## config.mk

```make
export PLATFORM = sky130hd
export DESIGN_NAME = multicycle_controller
export DESIGN_NICKNAME = d
export VERILOG_FILES = /design/src/rtl/multicycle_controller.sv
export SDC_FILE = /design/constraint.sdc
export NUM_CORES = 1
export LEC_CHECK = 0
export ABC_AREA = 1
export CAP_MARGIN = 20
export CORE_MARGIN = 4
export CORE_UTILIZATION = 45
export DETAILED_ROUTE_END_ITERATION = 8
export MAX_ROUTING_LAYER = met4
export PLACE_DENSITY = 0.85
export SKIP_CTS_REPAIR_TIMING = 1
export SLEW_MARGIN = 15
export SYNTH_ARGS = -nofsm -noshare
export SYNTH_HDL_FRONTEND = slang
export SYNTH_SLANG_ARGS = --single-unit
```

## constraint.sdc

```tcl
create_clock -name Clk -period 2.8 [get_ports Clk]
set_clock_uncertainty 0.05 [all_clocks]
set_input_delay 0.84 -clock Clk [delete_from_list [all_inputs] [get_ports Clk]]
set_output_delay 0.84 -clock Clk [all_outputs]
set_load 0.05 [all_outputs]
```

## src/rtl/multicycle_controller.sv

```systemverilog
// multicycle_controller
//   Multi-cycle MIPS control unit. A registered FSM sequences each instruction
//   through FETCH/DECODE/EXEC/(MUL)/(MEM)/WB. It handshakes with instruction and
//   data memory over req/ack and holds multiply instructions in EXEC+MUL for
//   MUL_CYCLES cycles. A missing ack raises a sticky bus_err and the FSM parks
//   in ERR until Rst.
//
// Optional feature: define ILLEGAL_TRAP_EN to trap unlisted opcodes in state 7
//   and expose the illegal_op port. Without it, unlisted opcodes run as NOPs.
//
// Ports
//   Clk, Rst              clock, synchronous active-high reset
//   opcode, funct         instruction fields, sampled in DECODE
//   imem_ack, dmem_ack    memory completion strobes
//   imem_req, dmem_req    memory requests
//   ir_write, pc_write    IR / PC+4 latch strobes (on imem_ack)
//   reg_dst, alu_src, mem_to_reg, zero_extend, mul_op   datapath selects
//   reg_write             register-file write strobe (WB only)
//   mem_read, mem_write   qualify dmem_req
//   branch_jump           branch class
//   alu_op                ALU function
//   mem_data_type         00 byte, 01 half, 10 word
//   state                 current FSM state (debug)
//   bus_err               sticky memory-timeout flag
//   illegal_op            (ILLEGAL_TRAP_EN only) high while in TRAP
module multicycle_controller #(
    parameter int ALUOP_W      = 5,
    parameter int MUL_CYCLES   = 4,
    parameter int MEM_WAIT_MAX = 15
) (
    input  logic               Clk,
    input  logic               Rst,
    input  logic [5:0]         opcode,
    input  logic [5:0]         funct,
    input  logic               imem_ack,
    input  logic               dmem_ack,
    output logic               imem_req,
    output logic               dmem_req,
    output logic               ir_write,
    output logic               pc_write,
    output logic               reg_dst,
    output logic               alu_src,
    output logic               mem_to_reg,
    output logic               zero_extend,
    output logic               mul_op,
    output logic               reg_write,
    output logic               mem_read,
    output logic               mem_write,
    output logic [2:0]         branch_jump,
    output logic [ALUOP_W-1:0] alu_op,
    output logic [1:0]         mem_data_type,
    output logic [2:0]         state,
    output logic               bus_err
`ifdef ILLEGAL_TRAP_EN
    ,
    output logic               illegal_op
`endif
);

    localparam int WAIT_W = $clog2(MEM_WAIT_MAX + 1);
    localparam int MUL_W  = $clog2(MUL_CYCLES + 1);

    typedef enum logic [2:0] {
        S_FETCH  = 3'd0,
        S_DECODE = 3'd1,
        S_EXEC   = 3'd2,
        S_MUL    = 3'd3,
        S_MEM    = 3'd4,
        S_WB     = 3'd5,
        S_ERR    = 3'd6
`ifdef ILLEGAL_TRAP_EN
        ,
        S_TRAP   = 3'd7
`endif
    } state_t;

    localparam logic [5:0] OP_RTYPE  = 6'b000000;
    localparam logic [5:0] OP_REGIMM = 6'b000001;
    localparam logic [5:0] OP_J      = 6'b000010;
    localparam logic [5:0] OP_JAL    = 6'b000011;
    localparam logic [5:0] OP_BEQ    = 6'b000100;
    localparam logic [5:0] OP_BNE    = 6'b000101;
    localparam logic [5:0] OP_BLEZ   = 6'b000110;
    localparam logic [5:0] OP_BGTZ   = 6'b000111;
    localparam logic [5:0] OP_ADDI   = 6'b001000;
    localparam logic [5:0] OP_ADDIU  = 6'b001001;
    localparam logic [5:0] OP_SLTI   = 6'b001010;
    localparam logic [5:0] OP_SLTIU  = 6'b001011;
    localparam logic [5:0] OP_ANDI   = 6'b001100;
    localparam logic [5:0] OP_ORI    = 6'b001101;
    localparam logic [5:0] OP_XORI   = 6'b001110;
    localparam logic [5:0] OP_LUI    = 6'b001111;
    localparam logic [5:0] OP_SPEC2  = 6'b011100;
    localparam logic [5:0] OP_SPEC3  = 6'b011111;
    localparam logic [5:0] OP_LB     = 6'b100000;
    localparam logic [5:0] OP_LH     = 6'b100001;
    localparam logic [5:0] OP_LW     = 6'b100011;
    localparam logic [5:0] OP_SB     = 6'b101000;
    localparam logic [5:0] OP_SH     = 6'b101001;
    localparam logic [5:0] OP_SW     = 6'b101011;

    function automatic logic f_legal(input logic [5:0] op);
        case (op)
            OP_RTYPE, OP_REGIMM, OP_J, OP_JAL, OP_BEQ, OP_BNE, OP_BLEZ, OP_BGTZ,
            OP_ADDI, OP_ADDIU, OP_SLTI, OP_SLTIU, OP_ANDI, OP_ORI, OP_XORI, OP_LUI,
            OP_SPEC2, OP_SPEC3, OP_LB, OP_LH, OP_LW, OP_SB, OP_SH, OP_SW:
                f_legal = 1'b1;
            default:
                f_legal = 1'b0;
        endcase
    endfunction

    state_t              r_state;
    state_t              w_next;
    logic [5:0]          r_opcode;
    logic [5:0]          r_funct;
    logic                r_legal;
    logic [WAIT_W-1:0]   r_wait;
    logic [MUL_W-1:0]    r_mul_cnt;
    logic                r_bus_err;

    logic                w_timeout;
    logic                w_wait_last;
    logic                w_mul_last;
    logic                w_load;
    logic                w_store;
    logic                w_ialu;
    logic                w_mul;
    logic                w_zext;
    logic [2:0]          w_bj;
    logic [4:0]          w_aluop;
    logic [1:0]          w_dtype;
    logic                w_ctl_active;

    // r_wait holds the number of completed wait cycles, so the current
    // cycle is r_wait+1; the last acceptable cycle is MEM_WAIT_MAX.
    assign w_wait_last = (r_wait == WAIT_W'(MEM_WAIT_MAX - 1));
    // EXEC counts as the first multiply cycle; r_mul_cnt starts at 1 in MUL.
    assign w_mul_last  = (r_mul_cnt == MUL_W'(MUL_CYCLES - 1));

    // Decode of the latched instruction fields.
    always_comb begin
        w_load  = (r_opcode == OP_LB) || (r_opcode == OP_LH) || (r_opcode == OP_LW);
        w_store = (r_opcode == OP_SB) || (r_opcode == OP_SH) || (r_opcode == OP_SW);
        w_ialu  = (r_opcode == OP_ADDI) || (r_opcode == OP_ADDIU) ||
                  (r_opcode == OP_SLTI) || (r_opcode == OP_SLTIU) ||
                  (r_opcode == OP_ANDI) || (r_opcode == OP_ORI)   ||
                  (r_opcode == OP_XORI) || (r_opcode == OP_LUI);
        w_mul   = ((r_opcode == OP_RTYPE) &&
                   ((r_funct == 6'b011000) || (r_funct == 6'b011001))) ||
                  (r_opcode == OP_SPEC2);
        w_zext  = (r_opcode == OP_ANDI) || (r_opcode == OP_ORI) ||
                  (r_opcode == OP_XORI) || (r_opcode == OP_SLTIU);

        w_aluop = 5'b00000;
        case (r_opcode)
            OP_ADDI, OP_LW, OP_SW, OP_LB, OP_LH, OP_SB, OP_SH, OP_LUI:
                      w_aluop = 5'b00010;
            OP_ADDIU: w_aluop = 5'b00111;
            OP_ANDI:  w_aluop = 5'b00001;
            OP_ORI:   w_aluop = 5'b00011;
            OP_XORI:  w_aluop = 5'b00100;
            OP_SLTI:  w_aluop = 5'b00101;
            OP_SLTIU: w_aluop = 5'b01011;
            OP_SPEC2: w_aluop = 5'b01000;
            OP_SPEC3: w_aluop = 5'b01001;
            OP_BEQ, OP_BNE:
                      w_aluop = 5'b00110;
            default:  w_aluop = 5'b00000;
        endcase

        w_bj = 3'b000;
        case (r_opcode)
            OP_BEQ:        w_bj = 3'b001;
            OP_BNE:        w_bj = 3'b010;
            OP_J, OP_JAL:  w_bj = 3'b011;
            OP_REGIMM:     w_bj = 3'b100;
            OP_BGTZ:       w_bj = 3'b101;
            OP_BLEZ:       w_bj = 3'b110;
            default:       w_bj = 3'b000;
        endcase

        w_dtype = 2'b00;
        case (r_opcode)
            OP_LH, OP_SH: w_dtype = 2'b01;
            OP_LW, OP_SW: w_dtype = 2'b10;
            default:      w_dtype = 2'b00;
        endcase
    end

    // Next-state logic.
    always_comb begin
        w_next    = r_state;
        w_timeout = 1'b0;
        case (r_state)
            S_FETCH: begin
                if (imem_ack) begin
                    w_next = S_DECODE;
                end else if (w_wait_last) begin
                    w_next    = S_ERR;
                    w_timeout = 1'b1;
                end
            end
            S_DECODE: begin
`ifdef ILLEGAL_TRAP_EN
                if (!f_legal(opcode)) w_next = S_TRAP;
                else                  w_next = S_EXEC;
`else
                w_next = S_EXEC;
`endif
            end
            S_EXEC: begin
                if (w_mul)                  w_next = (MUL_CYCLES <= 1) ? S_WB : S_MUL;
                else if (w_bj != 3'b000)    w_next = S_FETCH;
                else if (w_load || w_store) w_next = S_MEM;
                else                        w_next = S_WB;
            end
            S_MUL: begin
                if (w_mul_last) w_next = S_WB;
            end
            S_MEM: begin
                if (dmem_ack) begin
                    w_next = w_store ? S_FETCH : S_WB;
                end else if (w_wait_last) begin
                    w_next    = S_ERR;
                    w_timeout = 1'b1;
                end
            end
            S_WB:    w_next = S_FETCH;
            S_ERR:   w_next = S_ERR;
`ifdef ILLEGAL_TRAP_EN
            S_TRAP:  w_next = S_TRAP;
`endif
            default: w_next = S_FETCH;
        endcase
    end

    always_ff @(posedge Clk) begin
        if (Rst) begin
            r_state   <= S_FETCH;
            r_opcode  <= '0;
            r_funct   <= '0;
            r_legal   <= 1'b0;
            r_wait    <= '0;
            r_mul_cnt <= '0;
            r_bus_err <= 1'b0;
        end else begin
            r_state <= w_next;
            // Any state change restarts the wait count, which covers entry
            // into FETCH and MEM; the count only advances while waiting.
            if (w_next != r_state)
                r_wait <= '0;
            else if ((r_state == S_FETCH) || (r_state == S_MEM))
                r_wait <= r_wait + WAIT_W'(1);
            if (r_state == S_EXEC)
                r_mul_cnt <= MUL_W'(1);
            else if (r_state == S_MUL)
                r_mul_cnt <= r_mul_cnt + MUL_W'(1);
            if (r_state == S_DECODE) begin
                r_opcode <= opcode;
                r_funct  <= funct;
                r_legal  <= f_legal(opcode);
            end
            if (w_timeout)
                r_bus_err <= 1'b1;
        end
    end

    assign w_ctl_active = (r_state == S_EXEC) || (r_state == S_MUL) ||
                          (r_state == S_MEM)  || (r_state == S_WB);

    // Outputs. Rst masks every strobe in the cycle it is sampled.
    always_comb begin
        imem_req      = 1'b0;
        dmem_req      = 1'b0;
        ir_write      = 1'b0;
        pc_write      = 1'b0;
        reg_dst       = 1'b0;
        alu_src       = 1'b0;
        mem_to_reg    = 1'b0;
        zero_extend   = 1'b0;
        mul_op        = 1'b0;
        reg_write     = 1'b0;
        mem_read      = 1'b0;
        mem_write     = 1'b0;
        branch_jump   = 3'b000;
        alu_op        = '0;
        mem_data_type = 2'b00;
        if (!Rst) begin
            case (r_state)
                S_FETCH: begin
                    imem_req = 1'b1;
                    ir_write = imem_ack;
                    pc_write = imem_ack;
                end
                S_MEM: begin
                    dmem_req  = 1'b1;
                    mem_read  = w_load;
                    mem_write = w_store;
                end
                S_WB:    reg_write = r_legal;
                default: ;
            endcase
            if (w_ctl_active) begin
                reg_dst       = w_ialu || (r_opcode == OP_LW);
                alu_src       = w_ialu || w_load || w_store;
                mem_to_reg    = !w_load;
                zero_extend   = w_zext;
                mul_op        = w_mul;
                branch_jump   = w_bj;
                alu_op        = ALUOP_W'(w_aluop);
                mem_data_type = w_dtype;
            end
        end
    end

    assign state   = r_state;
    assign bus_err = r_bus_err;
`ifdef ILLEGAL_TRAP_EN
    assign illegal_op = (r_state == S_TRAP);
`endif

endmodule

```

==> impl_metrics.toml <==
[outcome]
outcome = "finished, violations left"
violations = "design-rule violations"

[timing]
tightest_slew_ns = 0.500
drv_slew = 0
finalHoldViolCount = 0
finalSetupViolCount = 0
setup_slack_ns = 0.0466
max_slew_margin_pct = 66.6
timing.final.crit_period_ns = 2.75
min_period_over_period_pct = 98.3
fmax_mhz = 363

[logic_synthesis]
synth_top_cell_by_area = "dfxtp_1"
synth_cell_type_count = 36
async_flop_share_pct = 0
postSynthCellCount = 276
synth_fp_nets = 301
syn_avg_cell_area_um2 = 6.58
ys_seq_elements = 27
synth_most_common_cell = "nor2_1"
yosys_warnings = 0
synth_edf_count = 0
synth_commonest_cells = "nor2_1 (51), nand2_1 (45), inv_1 (36), dfxtp_1 (27), nand3_1 (16)"
synth_top_area_share_pct = 29.8
ys_dominant_reg_cell = "dfxtp_1"
synthTopCellsByArea = "dfxtp_1 (30%), nor2_1 (11%), nand2_1 (9.3%)"
netlist_area_um2 = 1820
yosysSeqAreaShare_pct = 29.8

[global_route]
antenna_found_initial = 0
grt_first_pass_wirelength_um = 7910
grt_pass1_vias = 1840
grt_remaining_overflow = 0
grtUsageTotal_pct = 19.0
grt_max_degree = 18

[die]
num_rows = 22
core-area_um2 = 3770
fp.dieArea_um2 = 5110
die_x_um = 71.5
die_h_um = 71.5
io_pins = 42
start_util_pct = 48.1

[job]
drv_cap = 0

[worst_setup_path]
path_max_fanout = 7
crit_chain = "nor2_4 > inv_1 > nor2_4 > inv_2 > nand4_1 > nand2_4 > buf_12 > nor3_4 > buf_12"
cp.required_ns = 1.91
critPathKind = "reg -> out"
cp-start-kind = "flop"
rr_worst_depth = 10
endpoint_kind = "output pin"
worstReg2RegEnd = "w_aluop[2]"
arrival_ns = 1.86
max_stage_delay_ns = 0.39
timing.rr.start = "state[1]"
slowest_stage = "dfxtp_4"
ff2ff_setup_slack_ns = 0.69

[place]
numPortBuffers = 39
gp_congestion = 0.931
pre_cts_slack_ns = -0.119
dp_hpwl_um = 3680

[detailed_routing]
drc = 4
wl_per_cell_um = 14.2
vias_per_cell = 5.49
drtIter0Drc = 209
first_pass_iters = 9
vias = 2091
drt-total-wl_um = 5410
ant_nets = 0

[clocking]
htreeDepth = 1
cts.path.max_buffers = 2
clock_latency_ns = 0.28
clk_pin_slew_ns = 0.10
cts-buffers-inserted = 3
tritoncts = "built"
clk_root_buffer_cell = "clkbuf_8"
cts.sinks = 27

[final_layout]
diodes = 0
fin_nets = 359
syn2layout_area_growth_pct = 56.7
drive_above_1_share_pct = 30.6

[min_path]
whs_path_depth = 2
min_from = "r_funct[2]"
min_to = "r_funct[2]"
holdCritPathClass = "reg -> reg"

[power_and_ir_drop]
power_density_nw_per_um2 = 442
total_power_w = 0.00126
ir_drop_mv = 0.331
p_leak_nw = 1.25
[area by class of cell]
type                       instances  area (um2)
clock buffer                       3        41.3
inverter                          43         164
tap                               48        60.1
fill                             246         927
clock inverter                     1        8.76
multi-input combinational        197        1230
timing repair buffer              62         788
sequential                        27         552
[layer usage]
layer	part of all wire [%]	global-route usage, %	up-vias
li1	-	-	999
met1	39	21.0	934
met2	50	34.7	124
met3	7.1	3.09	34
met4	4.3	5.85	0
met5	0	-	-
[critical path, delay by kind of cell (launching register included)]
| family | cells | cell delay (ns) |
|---|---|---|
| simple gates | 5 | 0.71 |
| buf+inv | 4 | 0.49 |
| flops | 1 | 0.39 |
[cells in the final DEF, fill, tap and decap left out, types with 3 or more instances in the layout]
| cell | instances |
|---|---|
| a21oi_1 | 10 |
| a21oi_4 | 3 |
| buf_12 | 22 |
| buf_4 | 22 |
| clkbuf_8 | 3 |
| clkdlybuf4s50_1 | 17 |
| dfxtp_1 | 24 |
| dfxtp_4 | 3 |
| ha_1 | 9 |
| inv_1 | 32 |
| inv_2 | 10 |
| nand2_1 | 43 |
| nand2_2 | 7 |
| nand3_1 | 15 |
| nand4_1 | 4 |
| nor2_1 | 43 |
| nor2_2 | 3 |
| nor2_4 | 11 |
| nor3_1 | 3 |
| nor3_2 | 3 |
| nor3_4 | 5 |
| o211ai_2 | 3 |
| o21ai_0 | 8 |
| o21ai_1 | 7 |
| xor2_1 | 4 |
[registers in the layout (all words and copies together) (netlist names)]
name / count
bus_err: 1
r_funct: 5
r_legal: 1
r_mul_cnt: 3
r_opcode: 6
r_wait: 4
state: 3
w_aluop: 4
[logic make-up after synthesis]
family	share of synthesized area (%)
other cells	0.207
fa+ha+maj	6.20
buf+inv	11.6
simple gates	36.8
flops	29.8
compound gates	13.4
xor+xnor	1.93
[worst max-delay path by stage]
stage | start | to | slack, ns
after floorplan | Rst | mem_read | -0.19
after global placement | Rst | mem_data_type[0] | -0.11
after detailed placement | Rst | mem_data_type[0] | -0.12
after CTS | state[1] | mem_data_type[0] | -0.18
after global routing | state[1] | zero_extend | -0.04
final | state[1] | zero_extend | 0.05
[metrics by stage]
stage	instance area (um2)	utilization [%]	std cells	setup TNS (ns)	hold WS [ns]
after global routing	2840	75.4	381	-0.124	0.465
after CTS	2660	70.5	368	-1.53	0.421
final	2840	75.4	381	0	0.421
after floorplan	1950	-	276	-0.479	0.378
after global placement	2610	69.2	364	-1.01	0.391
after detailed placement	2610	69.2	364	-0.991	0.406
[power breakdown]
group / switching (W) / internal, W / leakage (nW)
logic: 0.000346 / 0.000205 / 1.00
clock network: 0.000131 / 0.000104 / 0.0261
registers: 0.0000421 / 0.000429 / 0.223
total: 0.000520 / 0.000738 / 1.25
(Power assumes the default switching activity.)
